[src/rtl/exe_pipe_ctrl.sv]
// ============================================================================
// Module      : exe_pipe_ctrl
// Description : Execute-stage pipeline control. Selects forwarding sources,
//               sequences load-use bubbles, redirect flushes and memory-busy
//               freezes, and counts stalled cycles and redirects.
// Revision    : 1.0 - initial release
// ============================================================================
`default_nettype none

module exe_pipe_ctrl #(
   parameter int CNT_W = 32
) (
   input  logic             clk,
   input  logic             rst,
   input  logic             id_valid,
   input  logic [4:0]       id_rs1_addr,
   input  logic [4:0]       id_rs2_addr,
   input  logic             id_rs1_used,
   input  logic             id_rs2_used,
   input  logic [4:0]       id_rd_addr,
   input  logic             id_rd_wen,
   input  logic             id_is_load,
   input  logic             ex_b_flag,
   input  logic             ex_is_jump,
   input  logic             mem_busy,
   output logic [1:0]       rs1_src,
   output logic [1:0]       rs2_src,
   output logic             stall_if,
   output logic             stall_id,
   output logic             stall_ex,
   output logic             flush_id,
   output logic             flush_ex,
   output logic             pc_sel,
   output logic [CNT_W-1:0] stall_cycles,
   output logic [CNT_W-1:0] flush_count
);

   localparam logic [1:0] c_run    = 2'd0;
   localparam logic [1:0] c_bubble = 2'd1;
   localparam logic [1:0] c_freeze = 2'd2;

   localparam logic [1:0] c_src_rf = 2'b00;
   localparam logic [1:0] c_src_me = 2'b01;
   localparam logic [1:0] c_src_wb = 2'b10;

   typedef struct packed {
      logic       valid;
      logic [4:0] rd;
      logic       wen;
      logic       load;
   } slot_t;

   slot_t            r_ex, r_me, r_wb;
   logic [1:0]       r_state, r_ret_state, w_next_state, w_eff_state;
   logic [1:0]       r_rs1_src, r_rs2_src, w_rs1_src, w_rs2_src;
   logic [CNT_W-1:0] r_stall_cycles, r_flush_count;
   logic             w_redirect, w_load_use;
   logic             w_ex_m1, w_ex_m2, w_me_m1, w_me_m2, w_wb_m1, w_wb_m2;

   function automatic logic f_match(input slot_t s, input logic [4:0] rs, input logic used);
      return s.valid && s.wen && (s.rd != 5'd0) && used && (s.rd == rs);
   endfunction

   // A WB-slot producer is already visible through the write-first regfile.
   function automatic logic [1:0] f_src(input logic ex_m, input logic me_m, input logic wb_m);
      if (ex_m)      return c_src_me;
      else if (me_m) return c_src_wb;
      else if (wb_m) return c_src_rf;
      else           return c_src_rf;
   endfunction

   assign w_ex_m1 = f_match(r_ex, id_rs1_addr, id_rs1_used);
   assign w_ex_m2 = f_match(r_ex, id_rs2_addr, id_rs2_used);
   assign w_me_m1 = f_match(r_me, id_rs1_addr, id_rs1_used);
   assign w_me_m2 = f_match(r_me, id_rs2_addr, id_rs2_used);
   assign w_wb_m1 = f_match(r_wb, id_rs1_addr, id_rs1_used);
   assign w_wb_m2 = f_match(r_wb, id_rs2_addr, id_rs2_used);

   assign w_rs1_src = f_src(w_ex_m1, w_me_m1, w_wb_m1);
   assign w_rs2_src = f_src(w_ex_m2, w_me_m2, w_wb_m2);

   // Both events wait out a freeze; redirect wins over load-use.
   assign w_redirect = r_ex.valid & (ex_b_flag | ex_is_jump) & ~mem_busy;
   assign w_load_use = id_valid & r_ex.load & (w_ex_m1 | w_ex_m2) & ~w_redirect & ~mem_busy;

   always_ff @(posedge clk) begin
      if (rst) begin
         r_state     <= c_run;
         r_ret_state <= c_run;
      end else begin
         r_state <= w_next_state;
         if (mem_busy && (r_state != c_freeze))
            r_ret_state <= r_state;
      end
   end

   always_comb begin
      w_eff_state  = (r_state == c_freeze) ? r_ret_state : r_state;
      w_next_state = c_run;
      if (mem_busy) begin
         w_next_state = c_freeze;
      end else begin
         case (w_eff_state)
            c_run:    w_next_state = w_load_use ? c_bubble : c_run;
            c_bubble: w_next_state = c_run;
            default:  w_next_state = c_run;
         endcase
      end
   end

   always_comb begin
      stall_if = 1'b0;
      stall_id = 1'b0;
      stall_ex = 1'b0;
      flush_id = 1'b0;
      flush_ex = 1'b0;
      pc_sel   = 1'b0;
      if (mem_busy) begin
         stall_if = 1'b1;
         stall_id = 1'b1;
         stall_ex = 1'b1;
      end else if (w_redirect) begin
         pc_sel   = 1'b1;
         flush_id = 1'b1;
         flush_ex = 1'b1;
      end else if (w_load_use) begin
         stall_if = 1'b1;
         stall_id = 1'b1;
         flush_ex = 1'b1;
      end
   end

   always_ff @(posedge clk) begin
      if (rst) begin
         r_ex      <= '0;
         r_me      <= '0;
         r_wb      <= '0;
         r_rs1_src <= c_src_rf;
         r_rs2_src <= c_src_rf;
      end else if (!mem_busy) begin
         r_wb      <= r_me;
         r_me      <= r_ex;
         r_ex      <= '{valid: id_valid & ~w_load_use & ~w_redirect,
                        rd: id_rd_addr, wen: id_rd_wen, load: id_is_load};
         r_rs1_src <= w_rs1_src;
         r_rs2_src <= w_rs2_src;
      end
   end

   always_ff @(posedge clk) begin
      if (rst) begin
         r_stall_cycles <= '0;
         r_flush_count  <= '0;
      end else begin
         if (stall_if && (r_stall_cycles != {CNT_W{1'b1}}))
            r_stall_cycles <= r_stall_cycles + 1'b1;
         if (w_redirect && (r_flush_count != {CNT_W{1'b1}}))
            r_flush_count <= r_flush_count + 1'b1;
      end
   end

   assign rs1_src      = r_rs1_src;
   assign rs2_src      = r_rs2_src;
   assign stall_cycles = r_stall_cycles;
   assign flush_count  = r_flush_count;

endmodule

`default_nettype wire

[config.mk]
export PLATFORM = sky130hd
export DESIGN_NAME = exe_pipe_ctrl
export DESIGN_NICKNAME = d
export VERILOG_FILES = /design/src/rtl/exe_pipe_ctrl.sv
export SDC_FILE = /design/constraint.sdc
export NUM_CORES = 1
export LEC_CHECK = 0
export ABC_AREA = 1
export BUFFER_PORTS_ARGS = -buffer_cell sky130_fd_sc_hd__buf_2
export CAP_MARGIN = 20
export CORE_MARGIN = 2
export CORE_UTILIZATION = 45
export CTS_BUF_LIST = sky130_fd_sc_hd__clkbuf_4
export DETAILED_ROUTE_END_ITERATION = 8
export GPL_TIMING_DRIVEN = 0
export PLACE_DENSITY = 0.67
export SKIP_CTS_REPAIR_TIMING = 1
export SKIP_LAST_GASP = 1
export SLEW_MARGIN = 20
export SYNTH_ARGS = -nofsm -noshare
export SYNTH_HDL_FRONTEND = slang
export SYNTH_SLANG_ARGS = --single-unit
[constraint.sdc]
create_clock -name clk -period 2.7 [get_ports clk]
set_input_delay 0.27 -clock clk [delete_from_list [all_inputs] [get_ports clk]]
set_output_delay 0.27 -clock clk [all_outputs]
set_load 0.005 [all_outputs]
## Word-level counts from Yosys, hierarchy flattened

Cells that the tools add are included.

- Add/sub/neg operators: 2
- Equality and inequality tests: 6
- Multiplexer cells: 12
- Bitwise gates (word level): 13
- Reductions and logical operators: 16

Operators by type and width:

| operator | count |
|---|---|
| 32-bit by 1-bit adder with 32-bit output, second input constant | 2 |
| 32-bit inequality test, second input constant | 2 |
| 5-bit == test | 4 |
| 1-bit logical AND | 14 |
| 5-bit nonzero test | 2 |
| 1-bit bitwise AND | 8 |
| 1-bit 2-to-1 mux | 8 |
| 2-bit 2-to-1 mux | 4 |
| 1-bit inverter | 3 |
| 1-bit bitwise OR | 2 |

- Flip-flop bits (word level): 83
- Input bits: 25
- Output and inout bits: 74
- Word-level logic and storage cells: 60

## Depth between registers and ports, before layout

- Depth in word-level cells: 12
- Mapped depth: 13
- Depth with buffers taken out: 12

## Least setup slack after synthesis

No wires, ideal clock.

- Path type: flip-flop to flip-flop
- Start: register r_stall_cycles[0] (netlist: stall_cycles[0])
- End: register r_stall_cycles[0] (netlist: stall_cycles[0])
- Setup time: 0.132 ns
- Arrival time: 1.653 ns
- Required time: 2.568 ns
- Slack: 0.915 ns
- Stages on the path, launching flop included: 10
- Path buffers: 1
- Clock period less this slack: 1.785 ns
- Cells stage by stage: dfxtp_1 > ha_1 > nand2_1 > nor2_4 > nand3_1 > nor3_2 > nand3_2 > clkbuf_1 > nand3_1 > a21oi_1

- Longest elaborated chain between the ends: 2
- Elaborated cells on any way between the ends: 3
- Classes of those cells: add/sub: 1; eq/ne: 1; reduce/logical: 1

Ends and longest elaborated chain:

| element | line | text |
|---|---|---|
| from (decl) | 56 | `logic [CNT_W-1:0] r_stall_cycles, r_flush_count;` |
| from (signal assigned) | 156 | `r_stall_cycles <= r_stall_cycles + 1'b1;` |
| parallel branches: the longest is 2 deep, another holds 32-bit by 1-bit adder with 32-bit output | n/a |  |

Parallel ways; which one is timed is not known.
A chain may end at the register's enable or synchronous reset.

## Worst setup path in the final report

- Start: register r_ex[3] (netlist name)
- End: output port stall_if

- Longest elaborated chain between the ends: 11
- Elaborated cells on any way between the ends: 15
- Classes of those cells: eq/ne: 2; mux: 3; bitwise: 4; reduce/logical: 6

Ends and longest elaborated chain:

| element | line | text |
|---|---|---|
| from (decl) | 53 | `slot_t r_ex, r_me, r_wb;` |
| from (signal assigned) | 143 | `r_ex <= '{valid: id_valid & ~w_load_use & ~w_redirect,` |
| 5-bit nonzero test | 61 | `return s.valid && s.wen && (s.rd != 5'd0) && used && (s.rd == rs);` |
| 1-bit logical AND (3 in series) | 61 |  |
| 1-bit bitwise OR (*) | 84 | `assign w_load_use = id_valid & r_ex.load & (w_ex_m1 \| w_ex_m2) & ~w_redirect & ~mem_busy;` |
| 1-bit bitwise AND (*) (3 in series) | 84 |  |
| 1-bit 2-to-1 mux (*) | 126 | `end else if (w_load_use) begin` |
| 1-bit 2-to-1 mux (*) | 122 | `end else if (w_redirect) begin` |
| 1-bit 2-to-1 mux (*) | 118 | `if (mem_busy) begin` |
| to (decl) | 28 | `output logic stall_if,` |

Mark *: on every way between the ends. The rest lies on a longest branch, timed or not.

==> impl_metrics.env <==
export IMPL_status="finished clean"
export IMPL_synth_compound_area_share_pct=11.7
export IMPL_grt_overflow_total=0
export IMPL_rsz0062_at_grt="no"
export IMPL_port_buffers=98
export IMPL_mostFrequentLayoutCells="228 x nand2_1, 102 x buf_2, 99 x nor2_1, 82 x dfxtp_1, 73 x a21oi_1"
export IMPL_grt_start_max_net_pins=16
export IMPL_fmax_mhz=403
export IMPL_startpoint="r_ex[3]"
export IMPL_tritoncts="done"
export IMPL_dr_wl_met2_microns=6730
export IMPL_wl_met1_microns=7180
export IMPL_reg2reg_slack_ns=0.37
export IMPL_maxCapViolCount=0
export IMPL_die_y_microns=109
export IMPL_tns_ns=0
export IMPL_synth_cell_types=32
export IMPL_dpl_hpwl_microns=11500
export IMPL_required_ns=2.43
export IMPL_slew_headroom_pct=54.3
export IMPL_hold_viol_final=0
export IMPL_die_area_sq_um=12000
export IMPL_final_common_cell="nand2_1"
export IMPL_ir_worst_vdd_v=0.000291
export IMPL_avgSynthCellArea_sq_um=6.30
export IMPL_hp_class="in2reg"
export IMPL_firstDrtPassIters=5
export IMPL_worstMarginPinSlew_ns=0.680
export IMPL_vias=5436
export IMPL_fin_crit_ns=2.48
export IMPL_drc=0
export IMPL_p_leak_uw=0.00235
export IMPL_ys_seq_area_share_pct=33.2
export IMPL_synth_mux_area_share_pct=0
export IMPL_highest_layer="met4"
export IMPL_globalplace_congestion=0.942
export IMPL_ctsLongestPathBuffers=2
export IMPL_dr_first_iter_drc_count=356
export IMPL_antenna_left=0
export IMPL_syn_num_nets=821
export IMPL_drive_gt1_share_pct=16.5
export IMPL_synth_area_sq_um=5000
export IMPL_wl_per_cell_microns=14.2
export IMPL_reg2regPathDepth=9
export IMPL_timing_rr_start="stall_cycles[0]"
export IMPL_fin_util_pct=54.1
export IMPL_synth_simple_area_share_pct=39.3
export IMPL_cts_made_buffers=9
export IMPL_powerDensity_nw_per_um2=414
export IMPL_cts_sinks=83
export IMPL_hp_start="id_rd_addr[2]"
export IMPL_start_util_pct=46.1
export IMPL_die_w_microns=109
export IMPL_wl_met3_microns=729
export IMPL_stdcell_area_sq_um=5860
export IMPL_crit_end="stall_if"
export IMPL_synth_xor_area_share_pct=6.48
export IMPL_synth_top_family_by_area="simple AND/OR/NAND/NOR gates"
export IMPL_ios=99
export IMPL_nets=930
export IMPL_drv_slew=0
export IMPL_core_area_sq_um=10800
export IMPL_clk_pin_slew_ns=0.15
export IMPL_fin_worst_skew_ns=0.0144
export IMPL_finalSetupViolCount=0
export IMPL_synth_adder_area_share_pct=0.501
export IMPL_arrival_ns=2.21
export IMPL_fin_crit_sh_pct=91.9
export IMPL_crit_path_start_kind="register"
export IMPL_clockRootBuffer="clkbuf_4"
export IMPL_timing_hold_ws_ns=0.0494
export IMPL_cts_max_level=3
export IMPL_cp_end_kind="primary output"
export IMPL_placed_cell_area_sq_um=5670
export IMPL_grt_pass1_wl_microns=23700
export IMPL_grt_usage_pct=25.3
export IMPL_antenna_found_initial=0
export IMPL_viasPerCell=5.19
export IMPL_reg2reg_to="stall_cycles[28]"
export IMPL_yosys_register_bits=83
export IMPL_ys_warnings_count=0
export IMPL_num_rows=38
export IMPL_grt_pass1_vias=4870
export IMPL_critical_path_class="reg2out"
export IMPL_synthCells=794
export IMPL_insertion_delay_ns=0.47
export IMPL_path_max_fanout=11
export IMPL_num_antenna_cells=0
export IMPL_wl_microns=14800
export IMPL_syn_to_final_growth_pct=17.2
[worst min-delay path by stage]
stage / end / cells after the start
finish: r_ex[4] / 3
global route: r_ex[4] / 3
CTS: r_ex[4] / 3
detailed placement: r_me[7] / 2
global placement: r_me[7] / 2
floorplan: r_ex[0] / 2
[critical path: stages, from the launching register on]
cell     delay (ns)
dfxtp_1        0.44
inv_1          0.11
nand2_1        0.07
o21ai_0        0.07
nor2_1         0.11
nand3_1        0.14
nand2_1        0.11
nand2_1        0.09
nand2_2        0.16
buf_4          0.21
buf_4          0.13
buf_2          0.10
[power by group]
| group | internal (uW) | total, uW | switching (uW) | leakage (uW) |
|---|---|---|---|---|
| Clock | 476 | 976 | 500 | 0.0000971 |
| Combinational | 68.1 | 186 | 118 | 0.00158 |
| Sequential | 1240 | 1260 | 19.7 | 0.000673 |
[metal layers]
metal / up-vias / global-route usage (%)
li1: 2798 / -
met1: 2475 / 35.1
met2: 149 / 40.9
met3: 14 / 3.38
met4: 0 / 7.69
met5: - / 0
[layout make-up]
| type | instances | area (sq um) |
|---|---|---|
| Timing Repair Buffer | 98 | 490 |
| Multi-Input combinational cell | 609 | 2900 |
| Clock inverter | 7 | 124 |
| Sequential cell | 83 | 1660 |
| Tap cell | 140 | 175 |
| Inverter | 72 | 270 |
| Fill cell | 1149 | 4980 |
| Buffer | 30 | 170 |
| Clock buffer | 9 | 67.6 |
[cell usage after synthesis (all sizes together)]
cell type  count  area share (%)
a211oi         3            0.45
a21oi         73             7.3
buf           16             2.3
clkbuf        14             1.1
clkinv         1           0.075
dfxtp         83              33
ha             2            0.50
inv           71             5.3
nand2        233              18
nand3         60             6.1
nand3b         5            0.75
nand4         20             2.5
nor2         104             8.2
nor3          32             3.6
nor3b          2            0.30
o21ai         29             2.9
o21bai         1            0.15
o22ai          6            0.75
o311ai         1            0.18
or2            1            0.13
xnor2          8             1.4
xor2          29             5.1
[per-stage QoR]
step / power (uW) / std cells / setup slack [ns]
global route: 2500 / 1048 / 0.0158
global placement: 1470 / 1032 / 0.498
CTS: 2430 / 1048 / 0.131
detailed placement: 1470 / 1032 / 0.449
floorplan: 1400 / 794 / 0.915
finish: 2430 / 1048 / 0.220
[cells by family after synthesis]
kind of cell             after synthesis
XOR/XNOR                              37
flip-flops                            83
buffers and inverters                102
AO/OA/AOI/OAI                        113
adder cells (fa/ha/maj)                2
AND/OR/NAND/NOR                      457
[state kept, by name (all words and copies together), names as in the netlist]
signal / count
r_ex: 8
r_me: 7
rs2_src: 2
stall_cycles: 32
flush_count: 32
rs1_src: 2
Power figures use the tool's default switching activity.
